$ cat src/rtl/led_pkg.sv
// Shared types and constants for the seven-segment scan controller.
package led_pkg;

    typedef enum logic {ST_BLANK, ST_SHOW} scan_state_t;

    localparam int DIG_CODE_W = 5;
    localparam int DP_BIT     = 4;
    localparam int MAX_DIG    = 8;

    typedef logic [DIG_CODE_W-1:0] dig_code_t;

endpackage

$ cat src/rtl/led_scan_timer.sv
// Digit slot timer: free-running 0..SCAN_DIV-1 counter with strobes marking
// the last blank cycle and the last cycle of the slot.
module led_scan_timer #(
    parameter int SCAN_DIV  = 50000,
    parameter int BLANK_CYC = 16
) (
    input  logic clk,
    input  logic rst_n,
    output logic blank_end,
    output logic slot_end
);

    localparam int CNT_W = $clog2(SCAN_DIV);

    logic [CNT_W-1:0] cnt;

    assign blank_end = (cnt == CNT_W'(BLANK_CYC - 1));
    assign slot_end  = (cnt == CNT_W'(SCAN_DIV - 1));

    // NOTE: sequential state uses non-blocking assignments so every register
    // samples pre-edge values, independent of statement order.
    always_ff @(posedge clk or negedge rst_n) begin
        if (!rst_n) begin
            cnt <= '0;
        end else if (slot_end) begin
            cnt <= '0;
        end else begin
            cnt <= cnt + 1'b1;
        end
    end

endmodule

$ cat src/rtl/led_scan_ctrl.sv
// Multiplexed seven-segment scan controller with double-buffered digit codes,
// per-slot blanking and tear-free commit at the frame boundary.
module led_scan_ctrl
    import led_pkg::*;
#(
    parameter int NUM_DIG   = 8,
    parameter int SCAN_DIV  = 50000,
    parameter int BLANK_CYC = 16
) (
    input  logic               clk,
    input  logic               rst_n,
    input  logic               i_wr_en,
    input  logic [2:0]         i_wr_addr,
    input  logic [4:0]         i_wr_data,
    input  logic               i_commit,
    input  logic [NUM_DIG-1:0] i_dig_mask,
    output logic [4:0]         o_dig_ctrl,
    output logic [NUM_DIG-1:0] o_an,
    output logic               o_commit_pend,
    output logic               o_frame_done
);

    localparam int IDX_W = $clog2(MAX_DIG);
    localparam logic [IDX_W-1:0] LAST_IDX = IDX_W'(NUM_DIG - 1);

    // Buffers are sized for the widest display; entries at or above NUM_DIG
    // are never written and stay at their reset value.
    dig_code_t          shadow [MAX_DIG];
    dig_code_t          active [MAX_DIG];
    scan_state_t        state;
    logic [IDX_W-1:0]   idx;
    logic [IDX_W-1:0]   next_idx;
    logic               blank_end;
    logic               slot_end;
    logic               wrap;
    logic [MAX_DIG-1:0] mask_ext;
    logic [MAX_DIG-1:0] sel_oh;
    logic [NUM_DIG-1:0] an_show;

    led_scan_timer #(
        .SCAN_DIV  (SCAN_DIV),
        .BLANK_CYC (BLANK_CYC)
    ) u_timer (
        .clk       (clk),
        .rst_n     (rst_n),
        .blank_end (blank_end),
        .slot_end  (slot_end)
    );

    assign wrap     = slot_end && (idx == LAST_IDX);
    assign next_idx = wrap ? '0 : idx + 1'b1;

    // NOTE: every always_comb output gets a default first, so no path can
    // leave it unassigned and infer a latch.
    always_comb begin
        mask_ext              = '0;
        mask_ext[NUM_DIG-1:0] = i_dig_mask;
        sel_oh                = '0;
        sel_oh[idx]           = mask_ext[idx];
        an_show               = ~sel_oh[NUM_DIG-1:0];
    end

    // NOTE: the digit buffers are reset explicitly because the display must
    // come up blank-coded; a large RAM would normally be left unreset.
    always_ff @(posedge clk or negedge rst_n) begin
        if (!rst_n) begin
            shadow        <= '{default: '0};
            active        <= '{default: '0};
            state         <= ST_BLANK;
            idx           <= '0;
            o_dig_ctrl    <= '0;
            o_an          <= '1;
            o_commit_pend <= 1'b0;
            o_frame_done  <= 1'b0;
        end else begin
            if (i_wr_en && (int'(i_wr_addr) < NUM_DIG)) begin
                shadow[i_wr_addr] <= i_wr_data;
            end

            // The copy reads pre-edge shadow; a commit on the wrap cycle waits a frame.
            if (wrap) begin
                if (o_commit_pend) begin
                    active <= shadow;
                end
                o_commit_pend <= i_commit;
            end else if (i_commit) begin
                o_commit_pend <= 1'b1;
            end

            o_frame_done <= 1'b0;

            case (state)
                ST_BLANK: begin
                    o_an <= '1;
                    if (blank_end) begin
                        state <= ST_SHOW;
                        o_an  <= an_show;
                    end
                end
                ST_SHOW: begin
                    if (slot_end) begin
                        state        <= ST_BLANK;
                        idx          <= next_idx;
                        o_an         <= '1;
                        o_frame_done <= wrap;
                        o_dig_ctrl   <= (wrap && o_commit_pend) ? shadow[0]
                                                                : active[next_idx];
                    end else begin
                        o_an <= an_show;
                    end
                end
                default: state <= ST_BLANK;
            endcase
        end
    end

endmodule

$ cat config.mk
export PLATFORM = sky130hd
export DESIGN_NAME = led_scan_ctrl
export DESIGN_NICKNAME = d
export VERILOG_FILES = /design/src/rtl/led_pkg.sv /design/src/rtl/led_scan_timer.sv /design/src/rtl/led_scan_ctrl.sv
export SDC_FILE = /design/constraint.sdc
export NUM_CORES = 1
export LEC_CHECK = 0
export BUFFER_PORTS_ARGS = -buffer_cell sky130_fd_sc_hd__buf_2
export CORE_MARGIN = 10
export CORE_UTILIZATION = 35
export DETAILED_ROUTE_END_ITERATION = 8
export PLACE_DENSITY_LB_ADDON = 0.2
export SLEW_MARGIN = 10
export SYNTH_ARGS = -nofsm -noshare
export SYNTH_HDL_FRONTEND = slang
export SYNTH_SLANG_ARGS = --single-unit
$ cat constraint.sdc
create_clock -name clk -period 1.9 [get_ports clk]
set_input_delay 0.57 -clock clk [delete_from_list [all_inputs] [get_ports clk]]
set_output_delay 0.57 -clock clk [all_outputs]
set_load 0.05 [all_outputs]
==> flow_summary.ini <==
[outcome]
outcome = complete, no violations

[critical_path]
path_buf_inv = 2
slowest_stage = dfrtp_2
reg2reg_depth = 6
regToRegEndpoint = active[0]$_DFFE_PN0P_
critical-path-max-stage-delay_ns = 0.44
crit_family = simple AND/OR/NAND/NOR gates
crit_path_max_fanout = 7
worstSetupPathType = reg -> reg
path_cells = nor4_4 > nand4_4 > nor2_4 > buf_12 > clkbuf_16 > mux2_2
cp-start-kind = flop
timing.rr.start = u_timer.cnt[11]$_DFF_PN0_
crit_arrival_ns = 2.18
cp-end-kind = flop
required_ns = 2.20
reg2reg_slack_ns = 0.02

[clock_network]
cts_tree = yes
cts.htree.levels = 4
cts_buffers = 17
clkTransAtPathRegs_ns = 0.05
clk_latency_ns = 0.41
cts-root-buf = clkbuf_16
clock-sinks = 115
cts.path.max_buffers = 2

[routing]
drt_iter0_drc = 205
wirelength_um = 12100
num_vias = 3427
dr.pass1.iters = 4
final_antenna_net_count = 0
drc = 0
avgViaCountPerCell = 5.22
wl_per_cell_um = 18.5

[placed_design]
portBuffers = 34
placed_cell_area_um2 = 5770
dpl.cell_count = 620
gp_routability_congestion = 0.824
place_ws_ns = -0.0949
post-dp-hpwl_um = 8280

[sta]
holdWs_ns = 0.163
fin_setup_tns_ns = 0
slew_violations = 0
rsz0062_at_grt = yes
setup_violations = 0
timing.fmax_ghz = 0.532
relSlewSlack_pct = 59.3
finalClockSkew_ns = 0.00606
setup_slack_ns = 0.0196
final-hold-violation-count = 0
post-route-period-util_pct = 99.0
fin_crit_ns = 1.88
worstMarginPinSlew_ns = 0.604

[hold_path]
hold_class = in -> async

[final_layout]
area_growth_pct = 29.4
antenna_cells = 0
drive_gt1_share_pct = 48.5
final_nets = 482
instances_no_fill = 656
stdcell_area_um2 = 6590

[synthesis]
ys_seq_elements = 115
synth_top_cell_area_share_pct = 52.6
synthArstFlopShare_pct = 100
ys_seq_area_share_pct = 56.7
yosys_warnings = 0
synth_area_leaders = dfrtp_1 (53%), mux2_2 (17%), dfstp_2 (4.1%), mux4_2 (3.1%), nor3_1 (1.3%)
syn-num-nets = 398
synth_top_area_cell = dfrtp_1
syn_area_um2 = 5090
synth_top_cells_by_count = dfrtp_1 (107), mux2_2 (78), nor2_1 (17)
ys_types = 46
yosysMostFrequentCell = dfrtp_1
ys.flop_type = dfrtp_1
synth_edf_count = 0
syn_inst = 375
avgSynthCellArea_um2 = 13.6

[power_and_ir_drop]
power.density_nw_per_um2 = 918
ir_worst_vdd_v = 0.000665
p_leak_nw = 2.86

[global_route]
globalRouteTotalUtil_pct = 12.5
grt_pass1_vias = 3523
antenna_found_initial = 0
overflow = 0
grt_max_degree = 64
grt_pass1_wl_um = 19400

[floorplanning]
die_w_um = 141
start_util_pct = 35.4
pin_count = 35
rows = 44
core-area_um2 = 14400
die_h_um = 141
die_area_um2 = 19800

[flow_run]
drv_cap = 0
[flip-flops by register name (all words and copies together) (netlist names)]
signal	flops
shadow	40
o_dig_ctrl	5
state	1
o_an	8
idx	3
o_frame_done	1
u_timer.cnt	16
active	40
o_commit_pend	1
[per-stage QoR]
stage / power, mW / utilization [%]
floorplan: 2.93 / -
global placement: 3.08 / 40.1
detailed placement: 3.10 / 40.1
CTS: 6.12 / 44.8
global route: 6.30 / 45.9
finish: 6.05 / 45.9
[logic make-up (layout without fill, tap and decap cells)]
kind of cell / after synthesis / count (layout) / synth area share (%)
flip-flops: 115 / 115 / 56.7
multiplexers: 94 / 94 / 22.4
AND/OR/NAND/NOR: 88 / 88 / 9.70
AO/OA/AOI/OAI: 44 / 44 / 6.36
buffers and inverters: 19 / 116 / 2.09
XOR/XNOR: 12 / 12 / 2.06
adder cells (fa/ha/maj): 3 / 3 / 0.737
[how the worst max path moves through the flow]
stage | from | end | slack [ns] | cells past startpoint
2_1_floorplan | idx[0]$_DFFE_PN0P_ | active[0]$_DFFE_PN0P_ | 0.04 | 8
3_3_place_gp | idx[0]$_DFFE_PN0P_ | o_dig_ctrl[3]$_DFFE_PN0P_ | -0.10 | 7
3_5_place_dp | idx[0]$_DFFE_PN0P_ | o_dig_ctrl[3]$_DFFE_PN0P_ | -0.09 | 7
4_1_cts | idx[0]$_DFFE_PN0P_ | active[2]$_DFFE_PN0P_ | 0.01 | 8
5_1_grt | idx[0]$_DFFE_PN0P_ | active[0]$_DFFE_PN0P_ | -0.06 | 8
6_report | u_timer.cnt[11]$_DFF_PN0_ | active[0]$_DFFE_PN0P_ | 0.02 | 6
[where the power goes]
| group | leakage (nW) | internal [mW] | total, mW | switching [mW] |
|---|---|---|---|---|
| clock network | 0.281 | 1.96 | 2.99 | 1.03 |
| registers | 1.47 | 2.64 | 2.74 | 0.0974 |
| logic | 1.11 | 0.182 | 0.318 | 0.136 |
[layer usage]
layer  share of wire, %  track usage, %
met1                 46            15.9
met2                 48            19.3
met3                4.7            4.47
met4                1.2            4.24
met5                  0               0
[layout make-up]
class	instances	area, um^2
fill	1303	7780
sequential	115	2890
multi-input combinational	241	2280
timing repair buffer	81	613
clock buffer	27	513
tap	184	230
clock inverter	5	50.0
inverter	3	11.3
[repair_timing]
| action | in CTS | in global routing |
|---|---|---|
| gates cloned | 1 | 1 |
| pin swaps | 1 | 5 |
| hold buffers | 0 | 0 |
| endpoints found under the setup margin | 42 | 51 |
| setup buffers | 2 | 1 |
| gates resized for setup | 12 | 38 |
[placed cells by master (no fill, tap or decap), types with 5 or more instances in the layout]
cell,count
a211oi_1,5
a21boi_0,5
a22oi_1,5
buf_12,5
buf_2,33
buf_4,40
clkbuf_1,5
clkbuf_16,18
clkbuf_8,5
dfrtp_1,105
dfstp_2,8
mux2_2,57
mux2_4,24
mux2i_1,5
mux4_2,7
nand2_1,13
nand3_1,9
nand4_1,7
nor2_1,17
nor3_1,9
o2111ai_1,5
o211ai_1,5
o21ai_1,6
xnor2_1,7
xor2_1,5
Power figures use the tool's default switching activity.
